**config.mk**
```make
export PLATFORM = sky130hd
export DESIGN_NAME = remote_frame_decoder
export DESIGN_NICKNAME = d
export VERILOG_FILES = /design/src/rtl/remote_frame_decoder.sv
export SDC_FILE = /design/constraint.sdc
export NUM_CORES = 1
export LEC_CHECK = 0
export ABC_AREA = 1
export BUFFER_PORTS_ARGS = -buffer_cell sky130_fd_sc_hd__buf_4
export CORE_MARGIN = 5
export CORE_UTILIZATION = 65
export CTS_CLUSTER_DIAMETER = 150
export CTS_CLUSTER_SIZE = 16
export DETAILED_ROUTE_END_ITERATION = 6
export PLACE_DENSITY = 0.83
export SYNTH_ARGS = -nofsm -noshare
export SYNTH_HDL_FRONTEND = slang
export SYNTH_SLANG_ARGS = --single-unit
```
**constraint.sdc**
```tcl
create_clock -name clk -period 3.51 [get_ports clk]
set_input_delay 0.8775 -clock clk [delete_from_list [all_inputs] [get_ports clk]]
set_output_delay 0.8775 -clock clk [all_outputs]
set_load 0.1 [all_outputs]
```
**src/rtl/remote_frame_decoder.sv**
```systemverilog
// remote_frame_decoder: serial remote-control frame receiver with start sync, custom/key/inverted-key
// fields, optional custom filtering, sync timeout, frame error pulse and auto-repeat detection.
module remote_frame_decoder #(
    parameter int                  CUSTOM_W      = 16,
    parameter int                  KEY_W         = 8,
    parameter int                  CHECK_CUSTOM  = 0,
    parameter logic [CUSTOM_W-1:0] CUSTOM_ID     = '0,
    parameter int                  SYNC_MAX      = 16,
    parameter int                  READY_CYCLES  = 3,
    parameter int                  REPEAT_WINDOW = 1024
) (
    input  logic                clk,
    input  logic                reset,
    input  logic                bit_en_i,
    input  logic                serial_i,
    output logic                ready_o,
    output logic [KEY_W-1:0]    remote_key_o,
    output logic [CUSTOM_W-1:0] custom_code_o,
    output logic                repeat_key_o,
    output logic                frame_error_o
);
    localparam int SW  = $clog2(SYNC_MAX + 1);
    localparam int RW  = $clog2(READY_CYCLES + 1);
    localparam int GW  = $clog2(REPEAT_WINDOW + 1);
    localparam int BW  = 6;

    typedef enum logic [2:0] {IDLE, SYNC, CUSTOM, KEY, INV, CHECK, VALID} state_t;

    state_t                state_q, state_d;
    logic [SW-1:0]         sync_q, sync_d;
    logic [BW-1:0]         bit_q, bit_d;
    logic [CUSTOM_W-1:0]   cust_sr_q, cust_sr_d;
    logic [KEY_W-1:0]      key_sr_q, key_sr_d;
    logic [KEY_W-1:0]      inv_sr_q, inv_sr_d;
    logic [RW-1:0]         rdy_cnt_q, rdy_cnt_d;
    logic                  ready_q, ready_d;
    logic [KEY_W-1:0]      remote_key_q, remote_key_d;
    logic [CUSTOM_W-1:0]   custom_code_q, custom_code_d;
    logic                  repeat_q, repeat_d;
    logic                  ferr_q, ferr_d;
    logic [KEY_W-1:0]      last_key_q, last_key_d;
    logic [CUSTOM_W-1:0]   last_cust_q, last_cust_d;
    logic                  hist_q, hist_d;
    logic [GW-1:0]         gap_q, gap_d;
    logic                  frame_ok, is_rep;

    assign frame_ok = ((key_sr_q ^ inv_sr_q) == '1) && (CHECK_CUSTOM == 0 || cust_sr_q == CUSTOM_ID);
    assign is_rep   = hist_q && key_sr_q == last_key_q && cust_sr_q == last_cust_q
                      && gap_q < GW'(REPEAT_WINDOW);

    always_comb begin
        state_d       = state_q;
        sync_d        = sync_q;
        bit_d         = bit_q;
        cust_sr_d     = cust_sr_q;
        key_sr_d      = key_sr_q;
        inv_sr_d      = inv_sr_q;
        rdy_cnt_d     = rdy_cnt_q;
        ready_d       = ready_q;
        remote_key_d  = remote_key_q;
        custom_code_d = custom_code_q;
        repeat_d      = repeat_q;
        ferr_d        = 1'b0;
        last_key_d    = last_key_q;
        last_cust_d   = last_cust_q;
        hist_d        = hist_q;
        gap_d         = (gap_q == GW'(REPEAT_WINDOW)) ? gap_q : gap_q + 1'b1;
        case (state_q)
            IDLE: begin
                cust_sr_d = '0;
                key_sr_d  = '0;
                inv_sr_d  = '0;
                bit_d     = '0;
                if (bit_en_i && !serial_i) begin
                    state_d = SYNC;
                    sync_d  = SW'(1);
                end
            end
            SYNC: if (bit_en_i) begin
                if (serial_i) begin
                    state_d = CUSTOM;
                    bit_d   = '0;
                end else if (sync_q == SW'(SYNC_MAX - 1)) begin
                    state_d = IDLE;
                    ferr_d  = 1'b1;
                end else begin
                    sync_d = sync_q + 1'b1;
                end
            end
            CUSTOM: if (bit_en_i) begin
                cust_sr_d = CUSTOM_W'({cust_sr_q, serial_i});
                state_d   = (bit_q == BW'(CUSTOM_W - 1)) ? KEY : CUSTOM;
                bit_d     = (bit_q == BW'(CUSTOM_W - 1)) ? '0 : bit_q + 1'b1;
            end
            KEY: if (bit_en_i) begin
                key_sr_d = KEY_W'({key_sr_q, serial_i});
                state_d  = (bit_q == BW'(KEY_W - 1)) ? INV : KEY;
                bit_d    = (bit_q == BW'(KEY_W - 1)) ? '0 : bit_q + 1'b1;
            end
            INV: if (bit_en_i) begin
                inv_sr_d = KEY_W'({inv_sr_q, serial_i});
                state_d  = (bit_q == BW'(KEY_W - 1)) ? CHECK : INV;
                bit_d    = (bit_q == BW'(KEY_W - 1)) ? '0 : bit_q + 1'b1;
            end
            CHECK: if (frame_ok) begin
                state_d       = VALID;
                ready_d       = 1'b1;
                remote_key_d  = key_sr_q;
                custom_code_d = cust_sr_q;
                repeat_d      = is_rep;
                rdy_cnt_d     = '0;
                last_key_d    = key_sr_q;
                last_cust_d   = cust_sr_q;
                hist_d        = 1'b1;
                gap_d         = '0;
            end else begin
                state_d = IDLE;
                ferr_d  = 1'b1;
            end
            VALID: if (rdy_cnt_q == RW'(READY_CYCLES - 1)) begin
                state_d      = IDLE;
                ready_d      = 1'b0;
                remote_key_d = '1;
                repeat_d     = 1'b0;
            end else begin
                rdy_cnt_d = rdy_cnt_q + 1'b1;
            end
            default: state_d = IDLE;
        endcase
    end

    always_ff @(posedge clk or negedge reset) begin
        if (!reset) begin
            state_q       <= IDLE;
            sync_q        <= '0;
            bit_q         <= '0;
            cust_sr_q     <= '0;
            key_sr_q      <= '0;
            inv_sr_q      <= '0;
            rdy_cnt_q     <= '0;
            ready_q       <= 1'b0;
            remote_key_q  <= '1;
            custom_code_q <= '0;
            repeat_q      <= 1'b0;
            ferr_q        <= 1'b0;
            last_key_q    <= '0;
            last_cust_q   <= '0;
            hist_q        <= 1'b0;
            gap_q         <= '0;
        end else begin
            state_q       <= state_d;
            sync_q        <= sync_d;
            bit_q         <= bit_d;
            cust_sr_q     <= cust_sr_d;
            key_sr_q      <= key_sr_d;
            inv_sr_q      <= inv_sr_d;
            rdy_cnt_q     <= rdy_cnt_d;
            ready_q       <= ready_d;
            remote_key_q  <= remote_key_d;
            custom_code_q <= custom_code_d;
            repeat_q      <= repeat_d;
            ferr_q        <= ferr_d;
            last_key_q    <= last_key_d;
            last_cust_q   <= last_cust_d;
            hist_q        <= hist_d;
            gap_q         <= gap_d;
        end
    end

    assign ready_o       = ready_q;
    assign remote_key_o  = remote_key_q;
    assign custom_code_o = custom_code_q;
    assign repeat_key_o  = repeat_q;
    assign frame_error_o = ferr_q;
endmodule

```
==> summary.txt, run 1 <==
Clocking
  – CTS tree: yes
  – Num CTS Buffers: 9
  – Worst-skew pair later-pin latency: 360 ps
  – Setup bufs post-CTS: 0
  – Cts repair resizes: 0
  – CTS H-tree lvls: 3
  – Hold_buf cts: 0
  – Clk slew on worst S/H paths: approximately 90 ps
  – Maximum buffer depth of the clock tree: 2
  – Clk root buf: clkbuf_8
  – Clock sinks: 95

Yosys
  – Most frequent cells after synthesis: nand2_1 (196), dfrtp_1 (87), inv_1 (83)
  – Post-synthesis async set-or-reset flop share: 1.000
  – Post-synth EDFFs: 0
  – YS warnings: 0
  – Synth area leaders: dfrtp_1 (45%), nand2_1 (15%), inv_1 (6.5%)
  – Mapped Nets: between 600 and 700
  – Main combinational cell family by area after synthesis: simple AND/OR/NAND/NOR gates
  – Cell type with the largest total area after synthesis: dfrtp_1
  – Yosys reg bits: 95
  – Most repeated cell in the gate-level netlist after synthesis: nand2_1
  – Number of distinct library cells after synthesis: 30
  – Synthesized area per cell: between 7 and 8 µm²
  – Synth Instances: approximately 630
  – Post-Synth Simple-Gate Area: 0.2823
  – Register area share after synthesis: 0.4951
  – Mux contribution to synthesized area: 0
  – Compound-Gate Fraction of Synth Area: 0.09263
  – Share of the synthesized area in the top cell type: 0.4515
  – XOR/XNOR Fraction of Synth Area: 0.02180
  – Top_reg_cell synth: dfrtp_1
  – Netlist Area Pre-Place: 4822 µm²
  – Adder-Cell Fraction of Synth Area: 0.01557

Die
  – Die Area: around 9200 µm²
  – # IOs: 31
  – CORE AREA: 7253 µm²
  – Initial Util: 0.6648
  – Die W: a little under 100 µm
  – # rows: 31
  – Die Span Y: 96.13 µm

Critical path
  – Reg2reg setup slack: 1390 ps
  – CP max stage delay: 540 ps
  – Crit. path cell count: 9
  – R2R Path Start: key_sr_q[5]$_DFFE_PN0P_
  – Worst Setup End Kind: register
  – Crit path max-delay cell type: nand3_2
  – RR Endpoint: remote_key_o[3]$_DFFE_PN1P_
  – Cell mode on critical path: nand2_1
  – CP Cell Sequence: nand2_1 -> inv_1 -> nor2_1 -> nand2_1 -> nor2_1 -> nand3_2 -> nand2_1 -> nand2_1 -> nand2_1
  – Setup CP Type: register to register
  – Worst EP arrival: between 2000 and 2500 ps
  – Setup crit start: key_sr_q[5]$_DFFE_PN0P_
  – Crit path buf inv count: 1
  – Worst Setup EP: remote_key_o[3]$_DFFE_PN1P_
  – Delay-heaviest family, CP: simple AND/OR/NAND/NOR gates
  – Reg2Reg Depth: 9
  – Worst Path Max Fanout: 30
  – Setup crit start kind: register
  – Required time of the critical path: 3800 ps

Timing
  – RSZ-0062 raised after global routing: false
  – Clock Skews: between 15 and 20 ps
  – Final period util: 0.6050
  – Worst-Margin Slew: 685.6 ps
  – Slew Viols, Final: 0
  – Slew HR: 0.5429
  – Min Clock Period, post-route: 2123 ps
  – Highest clock rate: around 470 MHz
  – Total Neg Setup Slack: 0 ps
  – Final setup violation count: 0
  – Final hold viol count: 0

GRT
  – Grt total ovfl: 0
  – Number of global-route vias before repair: 3916
  – First-pass GRT wire length: 17420 µm
  – Initial antenna violation count: 0
  – Largest net degree at the start of global routing: 52
  – GRT Overall Usage: 0.2414

Hold path
  – Hold Crit Class: register to register

Placement
  – DP HPWL: about 7300 µm
  – Gpl congestion: 0.9089
  – Cell count after placement: 747
  – IO Port Bufs: 30
  – Cell Area, Placed: just over 5000 µm²

Cells and area
  – Reg area: 2387 µm²
  – Design area: 5336 µm²
  – Share of post-route cells with drive strength above 1: 0.1310
  – Non-Filler Instances: 763
  – Final net count: 669
  – Fillers: 583
  – Area of the multi-input gates: 1988 µm²
  – Number of diodes: 0
  – Area added between synthesis and finish: 10.66%

Detailed routing
  – First-pass DRT Iterations: 4
  – 1st-iter DRT viols: 244
  – WL/cell: 13.44 µm
  – DR vias/cell: 5.355
  – Via count: slightly above 4000
  – Final wirelength: between 10000 and 15000 µm
  – Remaining antenna violation count after routing: 0
  – DRC Markers: 0

Run status
  – Status: completed

Run
  – Max_cap viols: 0

Power and ir drop
  – P_leak: 2.708 nW
  – Power Density: 468.9 nW/µm²
  – Peak VDD IR: approximately 0.37 mV
-- cell families after synthesis --
group	after synthesis
AOI/OAI and AO/OA	83
xor gates and xnor gates	12
adders and majority gates	6
buffers and inverters	115
DFF	95
and+or+nand+nor	318
-- per-stage QoR --
step / setup WS, ps / hold WS (ps) / util / power, mW
floorplan: 1706 / 440.0 / - / 1.687
finish: 1387 / 479.0 / 0.7357 / 2.502
global placement: 1481 / 454.7 / 0.7102 / 1.820
global route: 1140 / 489.4 / 0.7357 / 2.635
detailed placement: 1450 / 459.5 / 0.7102 / 1.832
CTS: 1409 / 479.7 / 0.7357 / 2.500
-- routing by layer --
metal	wire length, µm	vias to the layer above	GRT usage
li1	-	2046	-
met1	4535	1973	0.2997
met2	5293	55	0.4267
met3	247	12	0.03597
met4	181	0	0.08412
met5	0	-	0
-- worst register-to-register path: cells and delay by family, from the launching register on --
kind          cells  cell delay, ps
buf+inv           1              40
simple gates      8            1580
flops             1             440
-- cell usage in the layout, fill, tap and decap left out, drive strengths merged --
cell / n
a211oi: 1
nand3b: 2
ha: 6
xnor2: 3
o211ai: 1
nand4: 5
nand2: 196
nor2: 46
nor3: 5
dfrtp: 87
dfstp: 8
or2: 2
o22ai: 8
o2bb2ai: 1
nand3: 62
inv: 100
o21ai: 64
clkinv: 4
buf: 33
clkbuf: 12
o31ai: 2
clkinvlp: 1
xor2: 9
a21oi: 6
-- flip-flops by register name, summed over array words and instances, names as in the netlist --
signal         count
last_key_q         8
hist_q             1
repeat_key_o       1
remote_key_o       8
frame_error_o      1
inv_sr_q           8
rdy_cnt_q          2
ready_o            1
key_sr_q           8
gap_q             11
bit_q              6
last_cust_q       16
cust_sr_q         16
state_q            3
sync_q             5
-- worst min-delay path by stage --
stage / startpoint / end / slack (ps) / depth (start not counted)
after floorplan: hist_q$_DFFE_PN0P_ / hist_q$_DFFE_PN0P_ / 440 / 1
after global placement: hist_q$_DFFE_PN0P_ / hist_q$_DFFE_PN0P_ / 450 / 1
after detailed placement: hist_q$_DFFE_PN0P_ / hist_q$_DFFE_PN0P_ / 460 / 1
after CTS: hist_q$_DFFE_PN0P_ / hist_q$_DFFE_PN0P_ / 480 / 1
after global routing: hist_q$_DFFE_PN0P_ / hist_q$_DFFE_PN0P_ / 490 / 1
final: hist_q$_DFFE_PN0P_ / hist_q$_DFFE_PN0P_ / 480 / 1
-- layout make-up --
class                           instances  share of cell area
Clock buffer                           12             0.02907
Multi-Input combinational cell        419              0.3726
Tap cell                               99             0.02321
Timing Repair Buffer                   33             0.05111
Inverter                              101             0.07104
Sequential cell                        95              0.4474
Clock inverter                          4            0.005627
-- power breakdown --
part	internal [mW]	switching [mW]	total [mW]
Combinational	0.159	0.458	0.617
Sequential	1.15	0.0595	1.20
Clock	0.298	0.382	0.680
Total	1.60	0.899	2.50
Power figures use the tool's default switching activity.
==> inputs of run 2 (changes only) <==
Settings changed: CORE_UTILIZATION 65 to 55, PLACE_DENSITY 0.83 to 0.74.
Clock period 3.51 ns to 1.8 ns, I/O delays scaled along.
==> run 2 against run 1 <==
Global-route usage shrank 4.1 points. Final cell count rose by 2.4%. Clock skew shrank 2.5 ps. Hold slack worse by 420 ps. Die area rose by 16%. Non-clock buffer count grew 9. Total power grew 110%. Largest cell class unchanged.
==> summary.txt, run 2 (same netlist as run 1, synthesis figures left out) <==
Critical path
  – Worst Setup End Kind: register
  – Setup CP Type: register to register
  – Setup crit start kind: register
  – Worst Path Max Fanout: 5 (-83%)
  – Reg2Reg Depth: 8 (-1)
  – Required time of the critical path: 2080 ps (-1720 ps)
  – Worst EP arrival: 1970 ps (-450 ps)
  – R2R Path Start: sync_q[0]$_DFFE_PN0P_
  – Reg2reg setup slack: 110 ps (-1280 ps)
  – RR Endpoint: sync_q[3]$_DFFE_PN0P_

Cells and area
  – Share of post-route cells with drive strength above 1: 0.1501 (+0.01905)
  – Most frequent cells in the layout: nand2_1 (195), dfrtp_1 (87), inv_1 (82)
  – Fillers: 737 (+26%)
  – Number of diodes: 0 (unchanged)
  – Design area: 5477 µm² (+2.6%)
  – Area added between synthesis and finish: 13.57%
  – Largest registers: cust_sr_q x16, last_cust_q x16, gap_q x11
  – Area of the multi-input gates: 1999 µm² (+0.57%)
  – Final net count: 678 (+1.3%)
  – Non-Filler Instances: 781 (+2.4%)
  – Utilization after layout: 0.6342 (-0.1016)
  – Most common cell after layout, fill and taps aside: nand2_1
  – Reg area: 2387 µm² (unchanged)

Detailed routing
  – 1st-iter DRT viols: 168 (-31%)
  – WL/cell: 13.24 µm (-1.5%)
  – First-pass DRT Iterations: 5 (+1)
  – DRC Markers: 0 (unchanged)
  – Via count: 4077 (-0.22%)
  – DR vias/cell: 5.220 (-2.5%)
  – Final wirelength: 10340 µm (+0.81%)
  – Remaining antenna violation count after routing: 0 (unchanged)

GRT
  – Largest net degree at the start of global routing: 68 (+31%)
  – Initial antenna violation count: 0 (unchanged)
  – Grt total ovfl: 0 (unchanged)
  – GRT Overall Usage: 0.2007 (-0.04067)
  – First-pass GRT wire length: 18080 µm (+3.8%)
  – Number of global-route vias before repair: 3944 (+0.72%)

Power and ir drop
  – Power Density: 973.9 nW/µm² (+110%)
  – P_leak: 2.768 nW (+2.2%)
  – Peak VDD IR: 0.8905 mV (+140%)
  – Final total power: 5.333 mW (+110%)

Die
  – # IOs: 31 (unchanged)
  – CORE AREA: 8636 µm² (+19%)
  – Die Span Y: 103.6 µm (+7.8%)
  – Initial Util: 0.5584 (-0.1064)
  – # rows: 34 (+9.7%)
  – Die W: 103.6 µm (+7.8%)
  – Die Area: 10740 µm² (+16%)

Timing
  – Slew Viols, Final: 0 (unchanged)
  – Setup ws final: 108.9 ps (-1278 ps)
  – Final period util: 0.9395 (+0.3345)
  – WHS: 55.28 ps (-423.7 ps)
  – Clock Skews: 13.76 ps (-2.524 ps)
  – Highest clock rate: 591.3 MHz (+26%)
  – Slew HR: 0.7275 (+0.1846)
  – Final setup violation count: 0 (unchanged)
  – Worst-Margin Slew: 408.8 ps (-276.8 ps)
  – Total Neg Setup Slack: 0 ps (unchanged)
  – Min Clock Period, post-route: 1691 ps (-432.3 ps)
  – Final hold viol count: 0 (unchanged)

Clocking
  – Clk root buf: clkbuf_8
  – Num CTS Buffers: 9 (unchanged)
  – CTS tree: yes
  – Hold_buf cts: 0 (unchanged)
  – Maximum buffer depth of the clock tree: 2 (unchanged)
  – CTS H-tree lvls: 3 (unchanged)
  – Clock sinks: 95 (unchanged)
  – Clk slew on worst S/H paths: 100 ps (about the same)
  – Worst-skew pair later-pin latency: 370 ps (about the same)

Placement
  – Setup WS pre-CTS: 122.2 ps (-1328 ps)
  – DP HPWL: 7561 µm (+3.4%)
  – Cell Area, Placed: 5235 µm² (+1.6%)
  – Cell count after placement: 764 (+2.3%)
  – Gpl congestion: 0.8967 (-1.3%)
  – IO Port Bufs: 30 (unchanged)

Run status
  – Status: completed

Hold path
  – Hold Crit Class: input pin to asynchronous set/reset pin

Run
  – Max_cap viols: 0 (unchanged)
-- run 2: critical path, cell delays in order (launching register included) --
cell and delay [ps]:
dfrtp_1 410, ha_2 210, nand2_2 80, nor2_1 40
ha_1 180, inv_2 70, nor2_1 60, nand3b_1 280
o31ai_1 280
-- run 2: routing by layer --
metal / up-vias / GRT usage / wire length [µm]
met1: 1944 / 0.2587 / 4626
met4: 0 / 0.06373 / 165
li1: 2069 / - / -
met3: 14 / 0.03856 / 310
met2: 50 / 0.3402 / 5237
met5: - / 0 / 0
-- run 2: layout make-up --
| type | count | share of cell area |
|---|---|---|
| clock inverters | 5 | 0.01485 |
| repair buffers | 42 | 0.06443 |
| well taps | 108 | 0.02467 |
| clock buffers | 11 | 0.02582 |
| inverters | 101 | 0.06923 |
| multi-input cells | 419 | 0.3651 |
| flip-flops and latches | 95 | 0.4359 |
-- run 2: report_power, final --
group,internal [mW],switching [mW],total [mW]
clock,0.824,0.755,1.58
combinational,0.456,0.946,1.40
sequential,2.23,0.119,2.35
total,3.51,1.82,5.33
-- run 2: worst max path at each step --
stage / startpoint / end / slack (ps)
2_1_floorplan: last_cust_q[13]$_DFFE_PN0P_ / repeat_key_o$_DFFE_PN0P_ / 170
3_3_place_gp: serial_i / sync_q[0]$_DFFE_PN0P_ / 140
3_5_place_dp: serial_i / sync_q[0]$_DFFE_PN0P_ / 120
4_1_cts: sync_q[0]$_DFFE_PN0P_ / sync_q[2]$_DFFE_PN0P_ / 110
5_1_grt: sync_q[0]$_DFFE_PN0P_ / sync_q[3]$_DFFE_PN0P_ / -3
6_report: sync_q[0]$_DFFE_PN0P_ / sync_q[3]$_DFFE_PN0P_ / 110
-- run 2: what timing repair did --
item	CTS	global route
buffers inserted	0	1
setup endpoints to repair	0	4
resized for setup	0	5
